$ cat src/rtl/memory_store_buffer_pkg.sv
// Shared types and configuration for the memory-stage store buffer.
package memory_store_buffer_pkg;

  localparam int unsigned store_buffer_depth      = 4;
  localparam int unsigned store_buffer_coalesce   = 0;
  localparam int unsigned store_buffer_addr_width = 32;
  localparam int unsigned data_width              = 32;
  localparam int unsigned be_width                = 4;
  // Entries hold a tag sized for the widest supported address; narrower addresses zero-extend.
  localparam int unsigned tag_width               = store_buffer_addr_width - 2;

  typedef struct packed {
    logic                  valid;
    logic [tag_width-1:0]  tag;
    logic [data_width-1:0] data;
    logic [be_width-1:0]   byte_en;
  } store_buffer_entry_t;

  // Overlay the enabled bytes of new_data onto old_data.
  function automatic logic [data_width-1:0] merge_bytes(input logic [data_width-1:0] old_data,
                                                        input logic [data_width-1:0] new_data,
                                                        input logic [be_width-1:0]   be);
    logic [data_width-1:0] merged;
    merged = old_data;
    for (int b = 0; b < int'(be_width); b++) begin
      if (be[b]) merged[8*b +: 8] = new_data[8*b +: 8];
    end
    return merged;
  endfunction

endpackage

$ cat src/rtl/memory_store_buffer_match.sv
// Youngest-first priority matcher of a load against buffered stores.
module memory_store_buffer_match
  import memory_store_buffer_pkg::*;
#(
  parameter int unsigned DEPTH = store_buffer_depth
) (
  input  store_buffer_entry_t         entries [DEPTH],
  input  logic [$clog2(DEPTH)-1:0]    head_idx,
  input  logic [tag_width-1:0]        load_tag,
  input  logic [be_width-1:0]         load_be,
  output logic                        hit,
  output logic                        conflict,
  output logic [$clog2(DEPTH)-1:0]    sel_idx
);

  localparam int unsigned IDX_W = $clog2(DEPTH);

  logic [IDX_W-1:0]      idx;
  logic                  found;
  logic                  covered;
  logic [data_width-1:0] unused_data;

  // Walk oldest to youngest so the last match seen is the youngest one.
  always_comb begin
    idx         = '0;
    found       = 1'b0;
    sel_idx     = '0;
    unused_data = '0;
    for (int k = 0; k < int'(DEPTH); k++) begin
      idx         = IDX_W'(head_idx + IDX_W'(k));
      unused_data = unused_data ^ entries[idx].data;
      if (entries[idx].valid && (entries[idx].tag == load_tag) &&
          ((entries[idx].byte_en & load_be) != '0)) begin
        found   = 1'b1;
        sel_idx = idx;
      end
    end
    covered  = ((entries[sel_idx].byte_en & load_be) == load_be);
    hit      = found && covered;
    conflict = found && !covered;
  end

endmodule

$ cat src/rtl/memory_store_buffer.sv
// In-order store buffer with load forwarding and optional same-word coalescing.
module memory_store_buffer
  import memory_store_buffer_pkg::*;
#(
  parameter int unsigned DEPTH      = store_buffer_depth,
  parameter int unsigned ADDR_WIDTH = store_buffer_addr_width,
  parameter int unsigned COALESCE   = store_buffer_coalesce
) (
  input  logic                         clock,
  input  logic                         reset,
  input  logic                         pushValid,
  output logic                         pushReady,
  input  logic [ADDR_WIDTH-1:0]        pushAddress,
  input  logic [31:0]                  pushData,
  input  logic [3:0]                   pushByteEnable,
  input  logic                         loadCheckValid,
  input  logic [ADDR_WIDTH-1:0]        loadAddress,
  input  logic [3:0]                   loadByteEnable,
  output logic                         forwardHit,
  output logic [31:0]                  forwardData,
  output logic                         loadConflict,
  input  logic                         drainAll,
  output logic                         empty,
  output logic [$clog2(DEPTH+1)-1:0]   occupancy,
  output logic                         storeValid,
  output logic [ADDR_WIDTH-1:0]        storeAddress,
  output logic [31:0]                  storeData,
  output logic [3:0]                   storeByteEnable,
  input  logic                         storeComplete
);

  localparam int unsigned IDX_W = $clog2(DEPTH);
  localparam int unsigned PTR_W = IDX_W + 1;
  localparam int unsigned OCC_W = $clog2(DEPTH + 1);
  localparam int unsigned TAG_W = ADDR_WIDTH - 2;

  if (DEPTH < 2 || (DEPTH & (DEPTH - 1)) != 0 || ADDR_WIDTH > store_buffer_addr_width ||
      ADDR_WIDTH < 3) begin : g_bad_config
    $error("memory_store_buffer: unsupported DEPTH/ADDR_WIDTH");
  end

  store_buffer_entry_t entries [DEPTH];
  logic [PTR_W-1:0]     head_ptr, tail_ptr;
  logic [IDX_W-1:0]     head_idx, tail_idx, last_idx, sel_idx;
  logic [tag_width-1:0] push_tag, load_tag;
  logic                 full, is_empty, coalesce_ok;
  logic                 push_new, push_merge, pop;
  logic                 match_hit, match_conflict;
  logic                 unused_low;

  assign head_idx = head_ptr[IDX_W-1:0];
  assign tail_idx = tail_ptr[IDX_W-1:0];
  assign last_idx = tail_idx - IDX_W'(1);
  assign push_tag = tag_width'(pushAddress[ADDR_WIDTH-1:2]);
  assign load_tag = tag_width'(loadAddress[ADDR_WIDTH-1:2]);
  assign unused_low = ^{pushAddress[1:0], loadAddress[1:0]};

  // Wrap bit separates full from empty when the index bits agree.
  assign is_empty = (head_ptr == tail_ptr);
  assign full     = (head_idx == tail_idx) && (head_ptr[IDX_W] != tail_ptr[IDX_W]);

  // Merge only into a tail that is not also the head currently offered to memory.
  assign coalesce_ok = (COALESCE != 0) && !is_empty && entries[last_idx].valid &&
                       (entries[last_idx].tag == push_tag) && (last_idx != head_idx);

  assign pushReady  = !full || coalesce_ok;
  assign push_merge = pushValid && coalesce_ok;
  assign push_new   = pushValid && !coalesce_ok && !full;
  assign pop        = storeValid && storeComplete;

  // Entry array and pointer updates.
  always_ff @(posedge clock or negedge reset) begin
    if (!reset) begin
      head_ptr <= '0;
      tail_ptr <= '0;
      for (int i = 0; i < int'(DEPTH); i++) entries[i] <= '0;
    end else begin
      if (pop) begin
        entries[head_idx].valid <= 1'b0;
        head_ptr                <= head_ptr + PTR_W'(1);
      end
      if (push_new) begin
        entries[tail_idx] <= '{valid: 1'b1, tag: push_tag, data: pushData,
                               byte_en: pushByteEnable};
        tail_ptr          <= tail_ptr + PTR_W'(1);
      end
      if (push_merge) begin
        entries[last_idx].data    <= merge_bytes(entries[last_idx].data, pushData, pushByteEnable);
        entries[last_idx].byte_en <= entries[last_idx].byte_en | pushByteEnable;
      end
    end
  end

  assign empty           = is_empty;
  assign occupancy       = OCC_W'(tail_ptr - head_ptr);
  assign storeValid      = !is_empty;
  assign storeAddress    = {entries[head_idx].tag[TAG_W-1:0], 2'b00};
  assign storeData       = entries[head_idx].data;
  assign storeByteEnable = entries[head_idx].byte_en;

  memory_store_buffer_match #(.DEPTH(DEPTH)) u_match (
    .entries  (entries),
    .head_idx (head_idx),
    .load_tag (load_tag),
    .load_be  (loadByteEnable),
    .hit      (match_hit),
    .conflict (match_conflict),
    .sel_idx  (sel_idx)
  );

  assign forwardHit   = loadCheckValid && match_hit;
  assign loadConflict = loadCheckValid && match_conflict;
  assign forwardData  = entries[sel_idx].data;

  a_push_be_nonzero: assert property (@(posedge clock) disable iff (!reset)
    pushValid |-> pushByteEnable != 4'b0000);
  a_no_push_when_full: assert property (@(posedge clock) disable iff (!reset)
    push_new |-> !full);
  a_occupancy_bound: assert property (@(posedge clock) disable iff (!reset)
    occupancy <= OCC_W'(DEPTH));
  a_fence_progress: assert property (@(posedge clock) disable iff (!reset)
    (drainAll && !is_empty) |-> storeValid);

endmodule
$ cat config.mk
export PLATFORM = sky130hd
export DESIGN_NAME = memory_store_buffer
export DESIGN_NICKNAME = d
export VERILOG_FILES = /design/src/rtl/memory_store_buffer_pkg.sv /design/src/rtl/memory_store_buffer_match.sv /design/src/rtl/memory_store_buffer.sv
export SDC_FILE = /design/constraint.sdc
export NUM_CORES = 1
export LEC_CHECK = 0
export ABC_AREA = 1
export BUFFER_PORTS_ARGS = -buffer_cell sky130_fd_sc_hd__buf_2
export CAP_MARGIN = 20
export CORE_MARGIN = 5
export CORE_UTILIZATION = 50
export CTS_CLUSTER_SIZE = 24
export DETAILED_ROUTE_END_ITERATION = 10
export MAX_ROUTING_LAYER = met4
export PLACE_DENSITY = 0.7
export SLEW_MARGIN = 20
export SYNTH_ARGS = -nofsm -noshare
export SYNTH_HDL_FRONTEND = slang
export SYNTH_SLANG_ARGS = --single-unit
$ cat constraint.sdc
create_clock -name clock -period 4.7 [get_ports clock]
set_clock_uncertainty 0.15 [all_clocks]
set_input_delay 0.47 -clock clock [delete_from_list [all_inputs] [get_ports clock]]
set_output_delay 0.47 -clock clock [all_outputs]
set_load 0.005 [all_outputs]
### Yosys cells after proc, flatten, opt, wreduce, memory -nomap -nowiden

Index checks and enable logic that the tools add are counted.

| word-level totals | value |
|---|---|
| register bits | 274 |
| input bits | 110 |
| output and inout bits | 108 |
| word-level logic and storage cells | 106 |

| cells by class | value |
|---|---|
| add/subtract/negate cells | 6 |
| order comparisons | 8 |
| equal/unequal tests | 8 |
| muxes and demuxes | 31 |
| bitwise gates (word level) | 11 |
| reductions and logical operators | 24 |

Operator list:

| operator | count |
|---|---|
| $bmux 67 s2 | 5 |
| $mux 67 | 10 |
| $bwmux 268 | 2 |
| $mux 268 | 2 |
| $demux 67 s2 | 2 |
| $eq 30x30->1 | 4 |
| $mux 36 | 2 |
| $and 4x4->4 | 5 |
| $ge 3x3->1 const B | 6 |
| $not 2->3 | 6 |
| $logic_and 1x1->1 | 17 |
| $reduce_bool 4->1 | 4 |
| $mux 2 | 4 |
| $add 3x1->3 const B | 2 |
| $lt 3x1->1 const B | 2 |
| $add 2x2->2 const B | 2 |
| $eq 4x4->1 | 1 |
| $mux 1 | 4 |
| $eq 3x3->1 | 1 |
| $logic_not 1->1 | 3 |
| $sub 3x3->3 | 1 |
| $add 2x1->2 const B | 1 |
| $eq 2x2->1 | 1 |
| $ne 1x1->1 | 1 |

### Longest topological paths before layout

Gate-level depths: netlist of run 1.

| logic depth | value |
|---|---|
| depth after elaboration | 20 |
| gate-level depth with buffers | 31 |
| depth with buffers taken out | 24 |

### Hierarchy

Synthesis of run 1 repeated with hierarchy kept, for this count alone.

| unflattened totals | value |
|---|---|
| cells, all modules | 3,606 |
| area, all modules | 21,638.3 sq um |

By module, submodules not included:

| module | times used | cells each | area an instance (sq um) | sequential area each (sq um) |
|---|---|---|---|---|
| memory_store_buffer | 1 | 1,811 | 14,074.7 | 6,856.6 |
| memory_store_buffer_match | 1 | 1,795 | 7,563.5 | 0.0 |

### Least setup slack after synthesis of run 1

No wires, ideal clock.

| path | value |
|---|---|
| path kind | register to output |
| start point | register head_ptr[1] |
| end point | output forwardData[10] |
| arrival | 3.711 ns |
| data required time | 4.080 ns |
| setup slack | 0.369 ns |
| cell stages (with the launch flop) | 24 |
| buffers on the path | 9 |
| cell sequence | dfrtp_1 -> buf_2 -> inv_2 -> buf_2 -> clkbuf_1 -> clkbuf_1 -> ha_1 -> buf_4 -> inv_4 -> buf_4 -> buf_2 -> nand3_1 -> nand3_1 -> nand4_1 -> nand3b_1 -> nor2_1 -> nand3_1 -> o21ai_0 -> inv_1 -> nand2_1 -> nand2_2 -> buf_6 -> buf_2 -> o32ai_1 |

| on the way | value |
|---|---|
| longest elaborated chain between the ends | 15 |
| elaborated cells between the ends (all ways) | 47 |
| classes of those cells | add/sub (3); eq/ne (4); mux (19); bitwise (9); reduce/logical (12) |

RTL lines:

| element | RTL line | text |
|---|---|---|
| start: declaration | memory_store_buffer.sv:43 | `logic [PTR_W-1:0] head_ptr, tail_ptr;` |
| start signal: assignment | memory_store_buffer.sv:80 | `head_ptr <= head_ptr + PTR_W'(1);` |
| $add 2x1->2 / $not 2->3 (equally long branches) | n/a |  |
| $not 2->3 / $bmux 67 s2 (equally long branches) | n/a |  |
| $bmux 67 s2 / $mux 67 (equally long branches) | n/a |  |
| $mux 67, on equally long branches | n/a |  |
| $mux 67 (implied by the code) (tied with other cells) | memory_store_buffer_match.sv:32 | `if (entries[idx].valid && (entries[idx].tag == load_tag) &&` |
| $eq 30x30->1 (tied with other cells) | memory_store_buffer_match.sv:32 |  |
| $logic_and 1x1->1 / $reduce_bool 4->1 (equally long branches) | memory_store_buffer_match.sv:32, memory_store_buffer_match.sv:33 |  |
| $logic_and 1x1->1 / $mux 2 (equally long branches) | memory_store_buffer_match.sv:32 |  |
| $mux 2 (2 in series) | memory_store_buffer_match.sv:32 |  |
| $mux 2 (*) | memory_store_buffer_match.sv:32 |  |
| $not 2->3 (implied by the code) (*) | memory_store_buffer.sv:113 | `assign forwardData = entries[sel_idx].data;` |
| $bmux 67 s2 (*) | memory_store_buffer.sv:113 |  |
| $mux 36 (*) (2 in series) | n/a |  |
| end: declaration | memory_store_buffer.sv:20 | `output logic [31:0] forwardData,` |

Every way passes the cells marked *; elsewhere a longest branch is shown, timed or not. The select of a mux whose other input is x is not followed.

### Final worst setup path of run 1

| path | value |
|---|---|
| start point | register head_ptr[0] |
| end point | output forwardData[6] |

Same word-level chain as after synthesis.

==> impl_metrics.yaml, run 1 <==
status:
  run_status: "finished clean"
synthesis:
  synth_edf_count: 0
  yosys_warnings: 0
  syn_inst: 2842
  synth.distinct_cells: 45
  yosys_most_used_dff: "dfrtp_1"
  yosysSeqAreaShare_pct: 37.1
  syn_area_per_cell_um2: 6.51
  ys_seq_elements: 274
  synth_most_common_cell: "nand2_1"
  ys_top_cells_by_count: "997 x nand2_1, 387 x nand3_1, 371 x o21ai_0"
  synth_area_leaders: "dfrtp_1 37%, nand2_1 20%, nand3_1 10%"
  syn_area_um2: 18500
  synthArstFlopShare_pct: 100
  synth_top_area_share_pct: 37.1
  synth_top_area_cell: "dfrtp_1"
sta:
  setup_ws_ns: 0.000676
  finalSetupViolations: 0
  max_freq_mhz: 213
  slew_headroom_pct: 40.1
  tns_ns: 0
  timing.final.crit_share_pct: 100
  hold_viol_final: 0
  worst_pin_slew_ns: 0.899
  hold_ws_ns: 0.0108
  rsz0062_at_grt: "true"
  period_needed_ns: 4.70
  final-max-slew-violation-count: 0
floorplanning:
  pin_count: 218
  fp.dieH_um: 202
  start_util_pct: 50.5
  rows: 70
  fp.coreArea_um2: 36600
  die_area_um2: 41000
  dieWidth_um: 202
placement:
  dpl_cell_area_um2: 19800
  gp_congestion: 1.05
  place_hpwl_um: 45600
  io_buffers: 210
  place_ws_ns: 0.299
  placed_cells: 3382
global_routing:
  grt_antenna_before_repair: 8
  grt_usage_pct: 33.0
  grt_max_degree: 110
  grt_pass1_vias: 19185
  grt-ovfl-total: 0
  grt_pass1_wl_um: 107000
pwr:
  ir_drop_mv: 0.472
  powerDensity_nw_per_um2: 941
  leakage_nw: 11.5
cts:
  clockBufferDepth: 3
  cts_tree: "yes"
  clock_latency_ns: 0.60
  root_buffer: "clkbuf_16"
  clock_tree.htree_level_count: 1
  cts_buffers: 31
  path_clk_slew_ns: 0.06
  clock_sinks: 274
cells_and_area:
  fin_cells: 3506
  drive_gt1_share_pct: 16.5
  fin_nets: 3127
  areaGrowthSynthToFinish_pct: 22.7
  stdcell_area_um2: 22700
critical_path:
  crit_type: "reg -> out"
  required_ns: 4.08
  start_kind: "flop"
  crit_arrival_ns: 4.08
  crit_fanout: 15
  end_kind: "output pin"
run:
  maxCapViolCount: 0
routing:
  wire_per_inst_um: 20.8
  route.antenna.remaining_nets: 0
  first_pass_iters: 8
  wl_um: 73100
  drc: 0
  vias_per_cell: 5.97
  drt_iter0_markers: 1943
  vias: 20922
hold_path:
  min_path_type: "in -> reg"
## per-layer routing
layer | global-route usage (%) | wire length (um) | part of all wire [%]
met2 | 54.4 | 34300 | 47
met3 | 5.66 | 6760 | 9.3
met1 | 42.0 | 28500 | 39
met4 | 9.82 | 3510 | 4.8
met5 | - | 0 | 0
## timing repair
action / CTS / global route
pin swaps: 5 / 28
cloned: 9 / 18
endpoints found under the setup margin: 34 / 34
hold buffers: 3 / 0
gates resized for setup: 51 / 161
hold endpoints to repair: 111 / 0
setup buffers: 6 / 23
## worst max-delay path, cell delays in order, from the launching register on
cell and delay, ns:
dfrtp_4 0.47, clkinv_8 0.07, ha_4 0.39, clkinv_8 0.14, buf_12 0.18, nand3_1 0.11
nand2_1 0.07, nand2_1 0.06, nand2_1 0.07, inv_2 0.06, nand2_1 0.05, nor2_2 0.14
nand2_2 0.08, nor2_4 0.12, nand2_2 0.08, nor2_4 0.15, nand2_4 0.09, nand3_4 0.16
nand2_8 0.12, bufbuf_16 0.31, o21ai_0 0.26, o32ai_2 0.13, buf_2 0.15
## where the power goes
group	internal [mW]	switching, mW
Sequential	3.47	0.934
Clock	1.52	1.03
Combinational	5.27	9.16
Total	10.3	11.1
## kinds of logic (layout without fill, tap and decap cells)
logic type	count (synthesis)	count (layout)	synth area share, %
AO/OA/AOI/OAI	532	532	15.5
XOR/XNOR	14	14	0.663
adder cells (fa/ha/maj)	11	11	0.784
buffers and inverters	362	547	8.51
flip-flops	274	274	37.1
other	1	11	0.0203
AND/OR/NAND/NOR	1648	1649	37.5
## registers in the layout, indices dropped and copies added, names as in the netlist
register and flops:
head_ptr 3, tail_ptr 3, entries 268
## final cells by class
type                    count  area (um2)
repair inverters            1        11.3
well taps                 468         586
flip-flops and latches    274        6860
diodes                      9        22.5
clock inverters            11         154
repair buffers            301        2590
multi-input cells        2208       10800
clock buffers              45         918
inverters                 189         742
fillers                  3359       13900
## final timing paths
| path | startpoint | end | slack [ns] | cells after the start |
|---|---|---|---|---|
| max in group asynchronous | reset | entries[88]$_DFFE_PN0P_ | 2.96 | 3 |
| worst max-delay path | head_ptr[0]$_DFFE_PN0P_ | forwardData[6] | 0.0007 | 22 |
| worst min register to register | entries[102]$_DFFE_PN0P_ | entries[102]$_DFFE_PN0P_ | 0.34 | 2 |
| min in group asynchronous | reset | entries[246]$_DFFE_PN0P_ | 0.33 | 2 |
| worst min-delay path | pushValid | tail_ptr[0]$_DFFE_PN0P_ | 0.01 | 3 |
| worst max register to register | head_ptr[0]$_DFFE_PN0P_ | entries[69]$_DFFE_PN0P_ | 1.16 | 11 |
## through the flow
stage          util [%]  power [mW]
2_1_floorplan         -        12.1
3_3_place_gp       54.1        15.8
3_5_place_dp       54.1        16.0
4_1_cts            58.7        19.5
5_1_grt            62.0        22.9
6_report           62.0        21.4
## cells in the final DEF, fill, tap and decap left out, types with 21 or more instances in the layout
cell,instances
a21oi_1,63
buf_2,209
buf_4,34
clkbuf_16,46
dfrtp_1,272
inv_1,178
nand2_1,954
nand2_2,34
nand3_1,358
nand3_2,21
nand4_1,44
nor2_1,150
o21ai_0,358
o21ai_1,24
o22ai_1,32
o32ai_2,21
(Power assumes the default switching activity.)
==> run 2, diff against run 1 <==
--- a/config.mk
+++ b/config.mk
@@ -5,9 +5,7 @@
 export SDC_FILE = /design/constraint.sdc
 export NUM_CORES = 1
 export LEC_CHECK = 0
-export ABC_AREA = 1
 export BUFFER_PORTS_ARGS = -buffer_cell sky130_fd_sc_hd__buf_2
-export CAP_MARGIN = 20
 export CORE_MARGIN = 5
 export CORE_UTILIZATION = 50
 export CTS_CLUSTER_SIZE = 24
==> run 2 against run 1 <==
The run now ends with setup timing left. Global-route usage down 5.2 points. Non-clock buffer count rose by 90. First-iteration DRC count down 33%. Setup slack got worse by 0.74 ns. Critical path type unchanged. Critical endpoint is now forwardHit. Largest cell class unchanged. Largest power group unchanged.
==> impl_metrics.yaml, run 2 <==
cells_and_area:
  fin_cells: 2236
  nFillCells: 2878
  fin_util_pct: 62.5
  regMostFlops: "entries"
  largest_reg_flops: 268
  stdcell_area_um2: 22900
  final_cell_mix: "279 x mux2_2, 272 x dfrtp_1, 209 x buf_2"
  drive_gt1_share_pct: 52.7
  top_regs: "entries x268, head_ptr x3, tail_ptr x3"
  areaGrowthSynthToFinish_pct: 23.5
  fin_nets: 1853
  layout_commonest_cell: "mux2_2"
routing:
  wire_per_inst_um: 25.1
  drc: 0
  vias_per_cell: 6.26
  drt_iter0_markers: 1299
  wl_um: 56000
  first_pass_iters: 5
  vias: 14005
  route.antenna.remaining_nets: 0
sta:
  timing.final.crit_share_pct: 116
  final-max-slew-violation-count: 0
  hold_ws_ns: 0.0413
  finalSetupViolations: 34
  tns_ns: -20.98
  worst_pin_slew_ns: 0.957
  period_needed_ns: 5.44
  slew_headroom_pct: 36.2
  setup_ws_ns: -0.736
  rsz0062_at_grt: "true"
  max_freq_mhz: 184
  hold_viol_final: 0
placement:
  placed_cells: 2133
  io_buffers: 210
  dpl_cell_area_um2: 21000
  place_hpwl_um: 39600
  gp_congestion: 0.996
floorplanning:
  pin_count: 218
  die_area_um2: 41000
  fp.coreArea_um2: 36600
  rows: 70
  dieWidth_um: 203
  fp.dieH_um: 203
  start_util_pct: 50.6
global_routing:
  grt_usage_pct: 27.7
  grt_pass1_vias: 14414
  grt_antenna_before_repair: 12
  grt_pass1_wl_um: 87000
  grt-ovfl-total: 0
  grt_max_degree: 122
critical_path:
  max_stage_delay_ns: 0.53
  rrSetupSlack_ns: 1.23
  cp_cell_sequence: "clkinv_8 -> ha_4 -> buf_12 -> buf_4 -> mux4_2 -> xnor2_2 -> nand2_1 -> nor4b_2 -> nand3_2 -> buf_6 -> o211ai_4 -> and2_4 -> o22ai_4 -> mux2i_2 -> a2111oi_4 -> a2bb2oi_2 -> and2_1 -> buf_2"
  start_kind: "flop"
  crit_type: "reg -> out"
  crit_arrival_ns: 4.82
  regToRegStartpoint: "head_ptr[0]$_DFFE_PN0P_"
  rr_worst_depth: 8
  r2r-end: "entries[110]$_DFFE_PN0P_"
  cp_slowest_cell: "mux4_2"
  end_kind: "output pin"
  crit_fanout: 8
  required_ns: 4.08
synthesis:
  yosys_warnings: 0
  yosys_most_used_dff: "dfrtp_1"
  synthArstFlopShare_pct: 100
  synth_top_area_share_pct: 37.0
  ys_seq_elements: 274
  yosysSeqAreaShare_pct: 37.0
  synth_most_common_cell: "mux2_2"
  synth_edf_count: 0
  synth.distinct_cells: 72
  synth_top_area_cell: "dfrtp_1"
  syn_area_per_cell_um2: 13.1
  syn_area_um2: 18500
  ys_top_cells_by_count: "280 x mux2_2, 274 x dfrtp_1, 177 x mux2i_1"
  synth_area_leaders: "dfrtp_1 37%, mux2_2 17%, mux4_2 16%"
  syn_inst: 1417
hold_path:
  min_path_type: "in -> reg"
  hold_depth: 2
  hold_path_end: "entries[137]$_DFFE_PN0P_"
  holdCritStartpoint: "pushByteEnable[3]"
cts:
  cts_buffers: 34
  clockBufferDepth: 3
  clock_latency_ns: 0.53
  cts_tree: "yes"
  path_clk_slew_ns: 0.06
  root_buffer: "clkbuf_16"
  clock_sinks: 274
  clock_tree.htree_level_count: 2
run:
  maxCapViolCount: 0
pwr:
  ir_drop_mv: 0.416
  powerDensity_nw_per_um2: 912
  leakage_nw: 9.81
status:
  violations: "setup timing"
  run_status: "finished with violations"
==> run 2: changes by cell type in the layout (fill, tap and decap cells not counted), sizes merged, moves of 30 or more <==
cell,delta
nor2,-143
buf,+106
xnor2,+86
mux2i,+177
nand3,-369
a21oi,-43
o32ai,-30
mux2,+280
nand2,-963
inv,-168
mux4,+135
o21ai,-375
==> run 2: cell families (layout without fill, tap and decap cells) <==
group | after synthesis | after routing | share of synthesized area, %
muxes | 592 | 592 | 43.0
DFF | 274 | 274 | 37.0
and+or+nand+nor | 179 | 179 | 5.53
buffers and inverters | 135 | 473 | 3.65
AOI/OAI and AO/OA | 113 | 113 | 4.65
xor gates and xnor gates | 112 | 112 | 5.38
adders and majority gates | 11 | 11 | 0.783
other | 1 | 14 | 0.0202
==> run 2: worst max-delay path: cells and delay by family (launching register included) <==
family                     cells  cell delay, ns
and+or+nand+nor                5            0.96
AOI/OAI and AO/OA              4            0.91
muxes                          2            0.72
buffers and inverters          5            0.64
DFF                            1            0.46
adders and majority gates      1            0.37
xor gates and xnor gates       1            0.23
==> run 2: per-stage QoR <==
step | total power, mW | setup WS (ns)
after detailed placement | 17.3 | -0.323
after global routing | 22.0 | -0.913
after global placement | 17.0 | -0.285
after floorplan | 12.8 | -0.563
final | 20.9 | -0.736
after CTS | 20.6 | -0.755
==> run 2: how the worst max path moves through the flow <==
stage,start,end,slack (ns),cells past startpoint
global placement,head_ptr[0]$_DFFE_PN0P_,forwardHit,-0.29,15
detailed placement,head_ptr[0]$_DFFE_PN0P_,forwardData[23],-0.32,15
floorplan,head_ptr[0]$_DFFE_PN0P_,forwardHit,-0.56,24
CTS,head_ptr[0]$_DFFE_PN0P_,forwardHit,-0.75,18
global route,head_ptr[0]$_DFFE_PN0P_,forwardHit,-0.91,18
finish,head_ptr[0]$_DFFE_PN0P_,forwardHit,-0.74,18
==> run 2: layout make-up <==
type | count | area [um2] | area share [%]
diodes | 12 | 30.0 | 0.131
clock inverters | 8 | 166 | 0.727
repair buffers | 391 | 2820 | 12.3
multi-input cells | 1009 | 11300 | 49.5
flip-flops and latches | 274 | 6860 | 30.0
well taps | 468 | 586 | 2.56
inverters | 22 | 95.1 | 0.416
clock buffers | 52 | 998 | 4.36
==> run 2: layer usage <==
metal / global-route usage (%) / vias to the layer above / wire [um]
li1: - / 6117 / -
met1: 37.4 / 7260 / 23300
met2: 42.5 / 522 / 26700
met3: 5.96 / 106 / 4370
met4: 8.58 / 0 / 1640
met5: - / - / 0
==> run 2: power by group <==
group          internal, mW  switching, mW  total, mW  leakage, nW
combinational          7.19           6.01       13.2         5.99
clock                  1.69           1.04       2.73        0.569
sequential             3.60           1.33       4.93         3.25
total                  12.5           8.38       20.9         9.81
==> run 2: what timing repair did <==
action / 4_1_cts / 5_1_grt
setup buffers: 17 / 8
cloned: 3 / 2
resized for setup: 37 / 32
endpoints found under the setup margin: 34 / 34
pin swaps: 15 / 9
hold endpoints to repair: 119 / 0
hold buffers: 1 / 0
